==> src/rtl/lsu_pkg.sv <==
// lsu_pkg: size encodings, FSM states and width-independent lane helpers
// shared by the load/store unit and its lane aligner.
package lsu_pkg;
    typedef enum logic [1:0] {SZ_BYTE = 2'b00, SZ_HALF = 2'b01, SZ_WORD = 2'b10, SZ_WORD_ALT = 2'b11} size_e;
    typedef enum logic [1:0] {IDLE, READ, WRITE, RESP} state_e;
    localparam int BYTE_W = 8;
    localparam int HALF_W = 16;
    function automatic size_e norm_size(logic [1:0] s);
        return s == SZ_WORD_ALT ? SZ_WORD : size_e'(s);
    endfunction
    function automatic logic is_misaligned(size_e s, logic [1:0] a);
        return (s == SZ_HALF && a[0]) || (s == SZ_WORD && a != 2'b00);
    endfunction
    // Rounds the low address bits down to the natural boundary of the access.
    function automatic logic [1:0] align_low(size_e s, logic [1:0] a);
        return s == SZ_BYTE ? a : s == SZ_HALF ? {a[1], 1'b0} : 2'b00;
    endfunction
endpackage

==> src/rtl/load_store_unit_if.sv <==
// load_store_unit_if: CPU request/response and data-memory signals of the LSU.
// master = CPU + memory side, slave = the load/store unit.
interface load_store_unit_if #(parameter int DATA_WIDTH = 32);
    logic                  req_valid;
    logic                  req_write;
    logic [1:0]            req_size;
    logic                  req_unsigned;
    logic [DATA_WIDTH-1:0] req_addr;
    logic [DATA_WIDTH-1:0] req_wdata;
    logic                  busy;
    logic [DATA_WIDTH-1:0] rdata;
    logic                  rdata_valid;
    logic                  misalign_err;
    logic [DATA_WIDTH-1:0] mem_addr;
    logic [DATA_WIDTH-1:0] mem_wdata;
    logic                  mem_write;
    logic                  mem_read;
    logic [DATA_WIDTH-1:0] mem_rdata;
    modport master (
        output req_valid, req_write, req_size, req_unsigned, req_addr, req_wdata, mem_rdata,
        input  busy, rdata, rdata_valid, misalign_err, mem_addr, mem_wdata, mem_write, mem_read
    );
    modport slave (
        input  req_valid, req_write, req_size, req_unsigned, req_addr, req_wdata, mem_rdata,
        output busy, rdata, rdata_valid, misalign_err, mem_addr, mem_wdata, mem_write, mem_read
    );
endinterface

==> src/rtl/lsu_lane_align.sv <==
// lsu_lane_align: little-endian lane extraction with sign/zero extension for
// loads, and byte-lane merge of right-aligned store data into a memory word.
module lsu_lane_align
    import lsu_pkg::*;
#(parameter int DATA_WIDTH = 32) (
    input  logic [DATA_WIDTH-1:0] word_i,
    input  logic [1:0]            lane_i,
    input  size_e                 size_i,
    input  logic                  unsigned_i,
    input  logic [DATA_WIDTH-1:0] wdata_i,
    output logic [DATA_WIDTH-1:0] load_o,
    output logic [DATA_WIDTH-1:0] store_o
);
    logic [4:0]            sh;
    logic [BYTE_W-1:0]     b;
    logic [HALF_W-1:0]     h;
    logic [DATA_WIDTH-1:0] mask;
    always_comb begin
        sh = size_i == SZ_BYTE ? {lane_i, 3'b000} : size_i == SZ_HALF ? {lane_i[1], 4'b0000} : 5'd0;
        b = BYTE_W'(word_i >> sh);
        h = HALF_W'(word_i >> sh);
        mask = size_i == SZ_BYTE ? DATA_WIDTH'({BYTE_W{1'b1}}) << sh :
               size_i == SZ_HALF ? DATA_WIDTH'({HALF_W{1'b1}}) << sh : '1;
        load_o = size_i == SZ_BYTE ? {{(DATA_WIDTH-BYTE_W){~unsigned_i & b[BYTE_W-1]}}, b} :
                 size_i == SZ_HALF ? {{(DATA_WIDTH-HALF_W){~unsigned_i & h[HALF_W-1]}}, h} : word_i;
        store_o = (word_i & ~mask) | ((wdata_i << sh) & mask);
    end
endmodule

==> src/rtl/load_store_unit.sv <==
// load_store_unit: single-outstanding CPU load/store FSM with read-modify-write
// for sub-word stores. Define LSU_MISALIGN_TRAP_EN to trap misaligned accesses.
module load_store_unit
    import lsu_pkg::*;
#(parameter int DATA_WIDTH = 32) (
    input logic              clk,
    input logic              reset,
    load_store_unit_if.slave bus
);
    state_e                state_q, state_d;
    size_e                 size_q, size_d;
    logic                  write_q, write_d, unsigned_q, unsigned_d, trap;
    logic [DATA_WIDTH-1:0] addr_q, addr_d, wdata_q, wdata_d, word_q, word_d, rdata_q, rdata_d;
    logic [DATA_WIDTH-1:0] load_data, store_word;
`ifdef LSU_MISALIGN_TRAP_EN
    logic                  misalign_q, misalign_d;
    assign trap = is_misaligned(norm_size(bus.req_size), bus.req_addr[1:0]);
    assign bus.misalign_err = state_q == RESP && misalign_q;
`else
    assign trap = 1'b0;
    assign bus.misalign_err = 1'b0;
`endif
    // READ extracts straight from the memory port; WRITE merges into the captured word.
    lsu_lane_align #(.DATA_WIDTH(DATA_WIDTH)) u_align (
        .word_i    (state_q == READ ? bus.mem_rdata : word_q),
        .lane_i    (addr_q[1:0]),
        .size_i    (size_q),
        .unsigned_i(unsigned_q),
        .wdata_i   (wdata_q),
        .load_o    (load_data),
        .store_o   (store_word)
    );
    always_comb begin
        state_d = state_q;
        size_d = size_q;
        write_d = write_q;
        unsigned_d = unsigned_q;
        addr_d = addr_q;
        wdata_d = wdata_q;
        word_d = word_q;
        rdata_d = rdata_q;
`ifdef LSU_MISALIGN_TRAP_EN
        misalign_d = misalign_q;
`endif
        unique case (state_q)
            IDLE: if (bus.req_valid) begin
                size_d = norm_size(bus.req_size);
                write_d = bus.req_write;
                unsigned_d = bus.req_unsigned;
                addr_d = {bus.req_addr[DATA_WIDTH-1:2], align_low(size_d, bus.req_addr[1:0])};
                wdata_d = bus.req_wdata;
`ifdef LSU_MISALIGN_TRAP_EN
                misalign_d = trap;
`endif
                rdata_d = trap ? '0 : rdata_q;
                state_d = trap ? RESP : (bus.req_write && size_d == SZ_WORD) ? WRITE : READ;
            end
            READ: begin
                word_d = bus.mem_rdata;
                rdata_d = write_q ? rdata_q : load_data;
                state_d = write_q ? WRITE : RESP;
            end
            WRITE: begin
                rdata_d = '0;
                state_d = RESP;
            end
            default: state_d = IDLE;
        endcase
    end
    always_ff @(posedge clk) begin
        if (reset) begin
            state_q <= IDLE;
            size_q <= SZ_BYTE;
            write_q <= 1'b0;
            unsigned_q <= 1'b0;
            addr_q <= '0;
            wdata_q <= '0;
            word_q <= '0;
            rdata_q <= '0;
`ifdef LSU_MISALIGN_TRAP_EN
            misalign_q <= 1'b0;
`endif
        end else begin
            state_q <= state_d;
            size_q <= size_d;
            write_q <= write_d;
            unsigned_q <= unsigned_d;
            addr_q <= addr_d;
            wdata_q <= wdata_d;
            word_q <= word_d;
            rdata_q <= rdata_d;
`ifdef LSU_MISALIGN_TRAP_EN
            misalign_q <= misalign_d;
`endif
        end
    end
    assign bus.busy = state_q != IDLE;
    assign bus.rdata = rdata_q;
    assign bus.rdata_valid = state_q == RESP;
    assign bus.mem_addr = {addr_q[DATA_WIDTH-1:2], 2'b00};
    assign bus.mem_wdata = state_q == WRITE ? store_word : '0;
    assign bus.mem_write = state_q == WRITE;
    assign bus.mem_read = state_q == READ;
endmodule
==> src/flat_wrapper.sv <==
// flat-port wrapper written by rule: the top's interface ports become plain ports
module load_store_unit_flat import lsu_pkg::*;
#(parameter int DATA_WIDTH = 32)
  (clk, reset, bus_req_valid, bus_req_write, bus_req_size, bus_req_unsigned, bus_req_addr, bus_req_wdata, bus_mem_rdata, bus_busy, bus_rdata, bus_rdata_valid, bus_misalign_err, bus_mem_addr, bus_mem_wdata, bus_mem_write, bus_mem_read);
  load_store_unit_if #(.DATA_WIDTH(DATA_WIDTH)) bus_i ();
  input logic clk;
  input logic reset;
  input wire logic [$bits(bus_i.req_valid)-1:0] bus_req_valid;
  input wire logic [$bits(bus_i.req_write)-1:0] bus_req_write;
  input wire logic [$bits(bus_i.req_size)-1:0] bus_req_size;
  input wire logic [$bits(bus_i.req_unsigned)-1:0] bus_req_unsigned;
  input wire logic [$bits(bus_i.req_addr)-1:0] bus_req_addr;
  input wire logic [$bits(bus_i.req_wdata)-1:0] bus_req_wdata;
  input wire logic [$bits(bus_i.mem_rdata)-1:0] bus_mem_rdata;
  output wire logic [$bits(bus_i.busy)-1:0] bus_busy;
  output wire logic [$bits(bus_i.rdata)-1:0] bus_rdata;
  output wire logic [$bits(bus_i.rdata_valid)-1:0] bus_rdata_valid;
  output wire logic [$bits(bus_i.misalign_err)-1:0] bus_misalign_err;
  output wire logic [$bits(bus_i.mem_addr)-1:0] bus_mem_addr;
  output wire logic [$bits(bus_i.mem_wdata)-1:0] bus_mem_wdata;
  output wire logic [$bits(bus_i.mem_write)-1:0] bus_mem_write;
  output wire logic [$bits(bus_i.mem_read)-1:0] bus_mem_read;
  assign bus_i.req_valid = bus_req_valid;
  assign bus_i.req_write = bus_req_write;
  assign bus_i.req_size = bus_req_size;
  assign bus_i.req_unsigned = bus_req_unsigned;
  assign bus_i.req_addr = bus_req_addr;
  assign bus_i.req_wdata = bus_req_wdata;
  assign bus_i.mem_rdata = bus_mem_rdata;
  assign bus_busy = bus_i.busy;
  assign bus_rdata = bus_i.rdata;
  assign bus_rdata_valid = bus_i.rdata_valid;
  assign bus_misalign_err = bus_i.misalign_err;
  assign bus_mem_addr = bus_i.mem_addr;
  assign bus_mem_wdata = bus_i.mem_wdata;
  assign bus_mem_write = bus_i.mem_write;
  assign bus_mem_read = bus_i.mem_read;
  load_store_unit #(.DATA_WIDTH(DATA_WIDTH)) u_core (.clk(clk), .reset(reset), .bus(bus_i));
endmodule
==> config.mk <==
export PLATFORM = sky130hd
export DESIGN_NAME = load_store_unit_flat
export DESIGN_NICKNAME = d
export VERILOG_FILES = /design/src/rtl/lsu_pkg.sv /design/src/rtl/load_store_unit_if.sv /design/src/rtl/lsu_lane_align.sv /design/src/rtl/load_store_unit.sv /design/src/flat_wrapper.sv
export SDC_FILE = /design/constraint.sdc
export NUM_CORES = 1
export LEC_CHECK = 0
export BUFFER_PORTS_ARGS = -buffer_cell sky130_fd_sc_hd__buf_2
export CAP_MARGIN = 30
export CORE_MARGIN = 3
export CORE_UTILIZATION = 45
export DETAILED_ROUTE_END_ITERATION = 10
export PLACE_DENSITY = 0.72
export SETUP_SLACK_MARGIN = 0.05
export SLEW_MARGIN = 20
export SYNTH_ARGS = -nofsm -noshare
export SYNTH_HDL_FRONTEND = slang
export SYNTH_SLANG_ARGS = --single-unit
==> constraint.sdc <==
create_clock -name clk -period 3.7 [get_ports clk]
set_input_delay 0.37 -clock clk [delete_from_list [all_inputs] [get_ports clk]]
set_output_delay 0.37 -clock clk [all_outputs]
set_load 0.02 [all_outputs]
# Word-level counts from Yosys, hierarchy flattened
# Index checks and enable logic that the tools add are counted.
dict set report totals {
  elab_cells 53
  output_inout_bits 101
  register_bits 134
  in_bits 103
}
dict set report op_classes {
  eq_ne 9
  reduce_logical 8
  bitwise 7
  n_shift 4
  mux 17
}
# cell n
set ops {}
lappend ops {{2-to-1 mux 32 bit} 7}
lappend ops {{AND 32 bit} 2}
lappend ops {{case mux 32 bit (2 select lines)} 1}
lappend ops {{inverter 32 bit} 1}
lappend ops {{OR 32 bit} 1}
lappend ops {{left shift 16 x 5 -> 32 bit (first input constant)} 1}
lappend ops {{left shift 32 x 5 -> 32 bit} 1}
lappend ops {{left shift 8 x 5 -> 32 bit (first input constant)} 1}
lappend ops {{>> shifter 32 x 5 -> 16 bit} 1}
lappend ops {{2-to-1 mux 2 bit} 5}
lappend ops {{2-to-1 mux 5 bit} 2}
lappend ops {{== test 2 bit (second input constant)} 4}
lappend ops {{== test 2 x 1 -> 1 bit (second input constant)} 3}
lappend ops {{logical NOT 2 bit} 3}
lappend ops {{case mux 2 bit (3 select lines)} 1}
lappend ops {{inequality test 2 bit (second input constant)} 2}
lappend ops {{AND reduction 2 bit} 2}
lappend ops {{nonzero test 2 bit} 2}
lappend ops {{AND 1 bit} 2}
lappend ops {{logical AND 1 bit} 1}
lappend ops {{2-to-1 mux 1 bit} 1}
lappend ops {{inverter 1 bit} 1}

# Depth between registers and ports, before layout
# Gate-level depths: netlist of the first run.
dict set report logic_depth {
  depth_word 10
  mapped_depth 11
  depth_no_buf 7
}

# Hierarchy
# A second synthesis of the first run with hierarchy kept.
dict set report hier_totals {
  hier_cells 873
  hier_area_um2 7300.8
}
# module seq_area_each_um2 instances cells_per_inst area_each_um2
set modules_own_cells {}
lappend modules_own_cells {load_store_unit 2682.6 1 600 5361.4}
lappend modules_own_cells {lsu_lane_align 0.0 1 273 1939.4}

# Worst setup path before layout of the first run
# Ideal clock, no wire load.
dict set report synth_path {
  kind {register to output}
  start {reg u_core.size_q[1]}
  end {out bus_mem_wdata[17]}
  path_buffers 4
  setup_slack_ns 0.411
  stages_incl_launch_ff 11
  arrival_time_ns 2.919
  t_required_ns 3.330
  cell_sequence {dfxtp_1 buf_2 or3b_1 buf_6 inv_6 clkbuf_1 ha_1 a221oi_1 clkbuf_1 a22oi_1 nor2b_1}
}
dict set report synth_via {
  elab_chain_cells 10
  elab_cells_between_ends 14
  classes_between {eq/ne (1); shift (3); mux (5); bitwise (4); reduce/logical (1)}
}
# item line
set synth_lines {}
lappend synth_lines {{start, declared} load_store_unit.sv:11} ;# size_e size_q, size_d;
lappend synth_lines {{start signal, assigned} load_store_unit.sv:85} ;# size_q <= size_d;
lappend synth_lines {{== test 2 x 1 -> 1 bit} {lsu_lane_align.sv:19, lsu_lane_align.sv:23}}
lappend synth_lines {{2-to-1 mux 5 bit (2 in series)} lsu_lane_align.sv:19} ;# sh = size_i == SZ_BYTE ? {lane_i, 3'b000} : size_i == SZ_HALF ? {lane_i[1], 4'b0000} : 5'd0;
lappend synth_lines {{left shift 16 x 5 -> 32 bit} lsu_lane_align.sv:23} ;# size_i == SZ_HALF ? DATA_WIDTH'({HALF_W{1'b1}}) << sh : '1;
lappend synth_lines {{2-to-1 mux 32 bit} lsu_lane_align.sv:23}
lappend synth_lines {{2-to-1 mux 32 bit} lsu_lane_align.sv:22} ;# mask = size_i == SZ_BYTE ? DATA_WIDTH'({BYTE_W{1'b1}}) << sh :
lappend synth_lines {{inverter 32 bit} lsu_lane_align.sv:26} ;# store_o = (word_i & ~mask) | ((wdata_i << sh) & mask);
lappend synth_lines {{AND 32 bit} lsu_lane_align.sv:26}
lappend synth_lines {{OR 32 bit (*)} lsu_lane_align.sv:26}
lappend synth_lines {{2-to-1 mux 32 bit (*)} load_store_unit.sv:101} ;# assign bus.mem_wdata = state_q == WRITE ? store_word : '0;
lappend synth_lines {{end, declared} flat_wrapper.sv:20} ;# output wire logic [$bits(bus_i.mem_wdata)-1:0] bus_mem_wdata;
# Every way passes the cells marked *; elsewhere a longest branch is shown, timed or not.

# Final worst setup path of the first run
dict set report layout_path {
  start {reg u_core.size_q[1]}
  end {out bus_mem_wdata[25]}
}
# Same word-level chain as after synthesis.

==> results of run 1 <==
final cells by class:
class / count / area (um^2) / area share
Clock inverter: 9 / 173.9 / 0.02231
Multi-Input combinational cell: 545 / 3095 / 0.3971
Tap cell: 176 / 220.2 / 0.02825
Clock buffer: 22 / 454.2 / 0.05827
Inverter: 20 / 80.08 / 0.01027
Sequential cell: 134 / 2683 / 0.3441
Antenna cell: 1 / 2.502 / 0.0003210
Timing Repair Buffer: 211 / 1086 / 0.1393
sequential cells by signal, indices dropped and copies added, names as in the netlist:
| name | flops |
|---|---|
| u_core.unsigned_q | 1 |
| u_core.bus.rdata | 32 |
| u_core.size_q | 2 |
| u_core.word_q | 32 |
| u_core.state_q | 2 |
| u_core.addr_q | 32 |
| u_core.wdata_q | 32 |
| u_core.write_q | 1 |
worst min-delay path: stages:
cell	delay [ns]
buf_2	0.10
nand2_1	0.04
a21oi_1	0.05
kinds of logic after synthesis:
| kind of cell | Yosys count | synth area share |
|---|---|---|
| mux | 49 | 0.08039 |
| simple gates | 283 | 0.1825 |
| compound gates | 205 | 0.2129 |
| buf+inv | 112 | 0.09026 |
| flops | 134 | 0.4235 |
| other cells | 1 | 0.0005920 |
| fa+ha+maj | 5 | 0.009876 |
metrics by stage:
stage | power [W] | std cells
finish | 0.005962 | 1118
floorplan | 0.003504 | 791
global placement | 0.004103 | 1086
CTS | 0.005956 | 1117
global route | 0.006265 | 1118
detailed placement | 0.004126 | 1086
worst min path at each step:
stage / cells after the start / end / start / slack (ns)
6_report: 3 / u_core.wdata_q[11]$_SDFFE_PP0P_ / bus_req_wdata[11] / 0.18
5_1_grt: 3 / u_core.wdata_q[9]$_SDFFE_PP0P_ / bus_req_wdata[9] / 0.18
4_1_cts: 3 / u_core.wdata_q[11]$_SDFFE_PP0P_ / bus_req_wdata[11] / 0.17
3_5_place_dp: 2 / u_core.addr_q[4]$_SDFFE_PP0P_ / u_core.addr_q[4]$_SDFFE_PP0P_ / 0.44
3_3_place_gp: 2 / u_core.addr_q[29]$_SDFFE_PP0P_ / u_core.addr_q[29]$_SDFFE_PP0P_ / 0.44
2_1_floorplan: 2 / u_core.wdata_q[12]$_SDFFE_PP0P_ / u_core.wdata_q[12]$_SDFFE_PP0P_ / 0.44
cells in the final DEF, fill, tap and decap left out, types with 4 or more instances in the layout:
| cell | n |
|---|---|
| a2111oi_0 | 7 |
| dfxtp_1 | 134 |
| a22oi_1 | 7 |
| inv_1 | 19 |
| a221oi_1 | 8 |
| o22ai_1 | 9 |
| ha_1 | 4 |
| o21ai_0 | 15 |
| mux2_2 | 15 |
| mux2i_1 | 34 |
| bufinv_16 | 5 |
| clkbuf_1 | 4 |
| clkbuf_16 | 17 |
| o21a_1 | 7 |
| nor2b_1 | 19 |
| a21oi_1 | 99 |
| buf_4 | 12 |
| buf_2 | 199 |
| o211a_1 | 18 |
| a221o_1 | 15 |
| nor2_1 | 67 |
| nand2_1 | 181 |
| a31oi_1 | 7 |
power by group:
group          leakage, nW  switching, W  total [W]  internal (W)
registers             1.09      0.000179    0.00190       0.00172
clock network        0.308      0.000631    0.00184       0.00121
logic                 2.39       0.00147    0.00222      0.000753
total                 3.79       0.00228    0.00596       0.00369
per-layer routing:
layer,up-vias,routed length (um),global-route usage
met5,-,0,0
met4,0,379,0.08704
met3,27,1525,0.05403
met2,272,9164,0.3833
met1,2791,8778,0.3528
li1,2942,-,-
==> reports/qor.csv, run 1 <==
stage;metric;value;unit
global_route;antenna_found_initial;1;
route;wl_per_cell;17.75;um
sta;fin_ws;0.3100;ns
critical_path;worstSetupEndpoint;bus_mem_wdata[25];
clocking;clock_latency;0.43;ns
critical_path;start_kind;flip-flop;
hold_path;hold_class;in2reg;
floorplan;start_util;0.4691;
route;drc;0;
sta;setup_violations;0;
route;wl;19.85;mm
sta;worst_pin_slew;0.9032;ns
route;vias;6032;
sta;clock_skew;0.01136;ns
synth;synth.area.top_cells;dfxtp_1 42%, nand2_1 11%, a21oi_1 7.8%;
flow_run;maxCapViolCount;0;
clocking;clockBufferDepth;2;
synth;synth_common_cells;182 x nand2_1, 134 x dfxtp_1, 99 x a21oi_1, 67 x nor2_1, 44 x clkbuf_1;
sta;hold_ws;0.1762;ns
critical_path;rr_endpoint;u_core.bus.rdata[29]$_SDFFE_PP0P_;
finish;nFillCells;1280;
critical_path;cpLargestDelayFamily;compound AO/OA/AOI/OAI gates;
clocking;cts.sinks;134;
route;ant_nets;0;
sta;maxSlewViolCount;0;
clocking;hold_buffers;0;
finish;area_growth;23.05;%
synth;yosys_warnings;0;
global_route;grt_max_degree;86;
critical_path;path_max_fanout;19;
global_route;grt_pass1_wl;31.33;mm
critical_path;cp.arrival;3.02;ns
synth;synth.largest_area_cell;dfxtp_1;
critical_path;reg2reg_slack;0.93;ns
global_route;grt_pass1_vias;5576;
floorplan;core_area;13510;um^2
synth;synth_cell_type_count;44;
floorplan;die_h;124.7;um
synth;synth_edf_count;0;
clocking;post_cts_buffers;0;
pwr;leakagePower;3.794;nW
synth;synth.avg_cell_area;8.029;um^2
place;postPlaceCellArea;7163;um^2
synth;ys_ff_latch;134;
floorplan;rows;42;
global_route;grt_overflow;0;
finish;layout.nets;1037;
finish;post-route-cell-area;7795;um^2
clocking;htreeDepth;4;
sta;slew_headroom;0.3979;
place;gp_congestion;0.9238;
critical_path;worstSetupPathType;reg2out;
critical_path;reg2reg_from;u_core.state_q[1]$_SDFFE_PP0P_;
clocking;cts-resized-gates;0;
synth;ys_seq_area_frac;0.4235;
route;routed_via_density;5.395;
route;drtIter0Drc;498;
run_status;status;complete, no violations;
synth;postSynthCellCount;789;
sta;fmaxAchievable;295.0;MHz
clocking;path_clk_slew;0.06;ns
critical_path;max_stage_delay;0.54;ns
sta;fin_tns_setup;0;ns
critical_path;worstPathRequired;3.33;ns
sta;hold_viol;0;
floorplan;die_width;124.7;um
clocking;cts_tree;done;
synth;synth_top_flop_cell;dfxtp_1;
global_route;grt_use_total;0.2515;
synth;synth_area;6335;um^2
critical_path;crit_buf_inv;2;
synth;synth_top_area_share;0.4235;
pwr;power_density;764.9;nW/um^2
floorplan;ios;204;
place;dpl_worst_slack;0.8348;ns
synth;yosysMostFrequentCell;nand2_1;
route;drt-pass1-iter-count;5;
synth;synthArstFlopShare;0;
pwr;vdd_drop_max;0.3401;mV
critical_path;r2r_cells;8;
clocking;cts_root_buffer;clkbuf_16;
critical_path;critPathLaunch;u_core.size_q[1]$_SDFFE_PP0P_;
finish;fin_util;0.5772;
sta;period_needed;3.390;ns
critical_path;cp-end-kind;output port;
critical_path;cp_num_cells;8;
critical_path;crit_chain;or3b_1, inv_6, ha_1, o21ai_0, nor2b_1, a2111oi_0, o21a_1, buf_2;
place;dp_hpwl;14.27;mm
clocking;numCtsBuffers;17;
sta;rsz0062_at_grt;false;
critical_path;cp_slowest_cell;or3b_1;
finish;drive_gt1_frac;0.2784;
place;portBuffers;200;
floorplan;die_area;15540;um^2
sta;finalCritPeriodShare;0.9162;
No activity file was read; power rests on OpenSTA's default activity.
==> run 2, diff against run 1 <==
==> constraint.sdc (replaced) <==
create_clock -name clk -period 3.61 [get_ports clk]
set_input_delay 0.1805 -clock clk [delete_from_list [all_inputs] [get_ports clk]]
set_output_delay 0.1805 -clock clk [all_outputs]
set_load 0.02 [all_outputs]
==> run 2 against run 1 <==
  * Largest power group unchanged
  * Largest cell class unchanged
  * Setup slack gained 0.18 ns
  * Critical path type unchanged
  * Total power shrank 1.3%
  * Critical endpoint is now bus_mem_wdata[27]
  * Design area grew 5.6%
  * Sequential cell count is the same
  * Critical path depth is the same
  * Combinational power grew 5%
  * Sequential power grew 3%
  * Hold slack lost 0.17 ns
==> reports/qor.csv, run 2 (synthesized netlist as in run 1, its figures left out) <==
stage;metric;value;unit;change
clocking;cts_root_buffer;clkbuf_16;;unchanged
clocking;post_cts_buffers;0;;unchanged
floorplan;die_h;124.7;um;unchanged
finish;area_growth;29.96;%;was 23.05%
sta;fmaxAchievable;320.6;MHz;
flow_run;maxCapViolCount;0;;unchanged
sta;clock_skew;0.006867;ns;was 0.01136 ns
critical_path;crit_chain;or3b_1, inv_6, ha_1, o21ai_0, nor2b_1, a2111oi_0, o21a_1, buf_2;;unchanged
critical_path;worstPathRequired;3.43;ns;was 3.33 ns
clocking;hold_buffers;52;;was 0
finish;layout.nets;1089;;was 1,037
critical_path;cp_slowest_cell;or3b_1;;unchanged
place;dpl_worst_slack;0.9425;ns;was 0.8348 ns
global_route;grt_pass1_vias;5886;;was 5,576
finish;mostFrequentLayoutCell;buf_2;;unchanged
sta;worst_pin_slew;0.7971;ns;was 0.9032 ns
finish;fin_util;0.6096;;was 0.5772
finish;instances_no_fill;1170;;was 1,118
critical_path;max_stage_delay;0.53;ns;was 0.54 ns
pwr;leakagePower;3.973;nW;was 3.794 nW
route;routed_via_density;5.344;;was 5.395
floorplan;core_area;13510;um^2;unchanged
pwr;power_density;715.1;nW/um^2;was 764.9 nW/um^2
route;wl;20.59;mm;was 19.85 mm
clocking;clock_latency;0.42;ns;was 0.43 ns
floorplan;rows;42;;unchanged
clocking;path_clk_slew;0.06;ns;about the same
critical_path;crit_buf_inv;2;;unchanged
sta;maxSlewViolCount;0;;unchanged
clocking;cts.sinks;134;;unchanged
global_route;grt_use_total;0.2631;;was 0.2515
clocking;numCtsBuffers;17;;unchanged
sta;hold_viol;0;;unchanged
critical_path;cpLargestDelayFamily;simple AND/OR/NAND/NOR gates;;was compound AO/OA/AOI/OAI gates
pwr;vdd_drop_max;0.3064;mV;was 0.3401 mV
sta;rsz0062_at_grt;false;;unchanged
clocking;cts-resized-gates;0;;unchanged
route;vias;6253;;was 6,032
route;drc;0;;unchanged
clocking;htreeDepth;4;;unchanged
global_route;grt_overflow;0;;unchanged
finish;layout_common_cells;199 x buf_2, 181 x nand2_1, 134 x dfxtp_1;;unchanged
sta;slew_headroom;0.4686;;was 0.3979
critical_path;cp.arrival;2.94;ns;was 3.02 ns
global_route;grt_max_degree;74;;was 86
sta;fin_tns_setup;0;ns;unchanged
hold_path;min-delay-start;bus_req_wdata[25];;was bus_req_wdata[11]
hold_path;hold_class;in2reg;;unchanged
global_route;antenna_found_initial;0;;was 1
finish;nFillCells;1232;;was 1,280
sta;setup_violations;0;;unchanged
route;drtIter0Drc;639;;was 498
floorplan;die_width;124.7;um;unchanged
finish;drive_gt1_frac;0.2686;;was 0.2784
floorplan;die_area;15540;um^2;unchanged
clocking;cts_tree;done;;unchanged
global_route;grt_pass1_wl;32.68;mm;was 31.33 mm
floorplan;start_util;0.4691;;unchanged
critical_path;start_kind;flip-flop;;unchanged
pwr;p_total;0.005887;W;was 0.005962 W
run_status;status;complete, no violations;;unchanged
sta;period_needed;3.119;ns;
critical_path;critPathLaunch;u_core.size_q[1]$_SDFFE_PP0P_;;unchanged
critical_path;path_max_fanout;19;;unchanged
critical_path;worstSetupPathType;reg2out;;unchanged
route;ant_nets;0;;unchanged
place;placed_cells;1086;;unchanged
finish;n_antenna_cell;0;;was 1
route;drt-pass1-iter-count;6;;was 5
critical_path;cp-end-kind;output port;;unchanged
floorplan;ios;204;;unchanged
sta;fin_ws;0.4908;ns;was 0.3100 ns
place;portBuffers;200;;unchanged
place;gp_congestion;0.9502;;was 0.9238
clocking;clockBufferDepth;2;;unchanged
route;wl_per_cell;17.59;um;was 17.75 um
critical_path;reg2reg_from;u_core.size_q[1]$_SDFFE_PP0P_;;was u_core.state_q[1]$_SDFFE_PP0P_
place;dp_hpwl;14.53;mm;was 14.27 mm
critical_path;reg2reg_slack;0.86;ns;was 0.93 ns
sta;finalCritPeriodShare;0.8640;;
run 2: cell types whose count changed in the layout (fill, tap and decap cells not counted):
cell           previous run  this run
clkbuf_1                  4         0
bufinv_16                 5         1
and2_4                    1         0
and2_2                    0         1
clkinvlp_4                0         3
clkinv_2                  3         8
diode_2                   1         0
dlygate4sd3_1             0        52
clkinv_4                  0         1
run 2: where the power goes:
part | internal (W) | switching, W | total, W
clock | 0.000955 | 0.000661 | 0.00162
combinational | 0.000799 | 0.00152 | 0.00232
sequential | 0.00177 | 0.000187 | 0.00195
run 2: final cells by class:
cell class	instances	area, um^2	share of cell area
flip-flops and latches	134	2683	0.3258
clock buffers	18	439.2	0.05334
multi-input cells	545	3094	0.3758
clock inverters	14	110.1	0.01337
well taps	176	220.2	0.02675
inverters	20	80.08	0.009726
repair buffers	263	1607	0.1951
run 2: final timing paths:
kind / end / cells past startpoint
worst max register to register: u_core.bus.rdata[31]$_SDFFE_PP0P_ / 6
worst min register to register: u_core.addr_q[18]$_SDFFE_PP0P_ / 2
worst min-delay path: u_core.wdata_q[25]$_SDFFE_PP0P_ / 3
worst max-delay path: bus_mem_wdata[27] / 8
run 2: metrics by stage:
step	cell area (um^2)	hold WS (ns)
2_1_floorplan	6342	0.3165
3_3_place_gp	7163	0.4207
3_5_place_dp	7163	0.4254
4_1_cts	8233	0.00005113
5_1_grt	8233	0.01178
6_report	8233	0.007948
run 2: worst min-delay path: stages:
cell and delay (ns):
buf_2 0.10, nand2_1 0.05, a21oi_1 0.05
run 2: metal layers:
metal,GRT usage,vias to the layer above,routed length [um]
met4,0.09929,0,516
li1,-,3044,-
met3,0.05274,40,1522
met2,0.4128,287,9423
met1,0.3578,2882,9122
met5,0,-,0
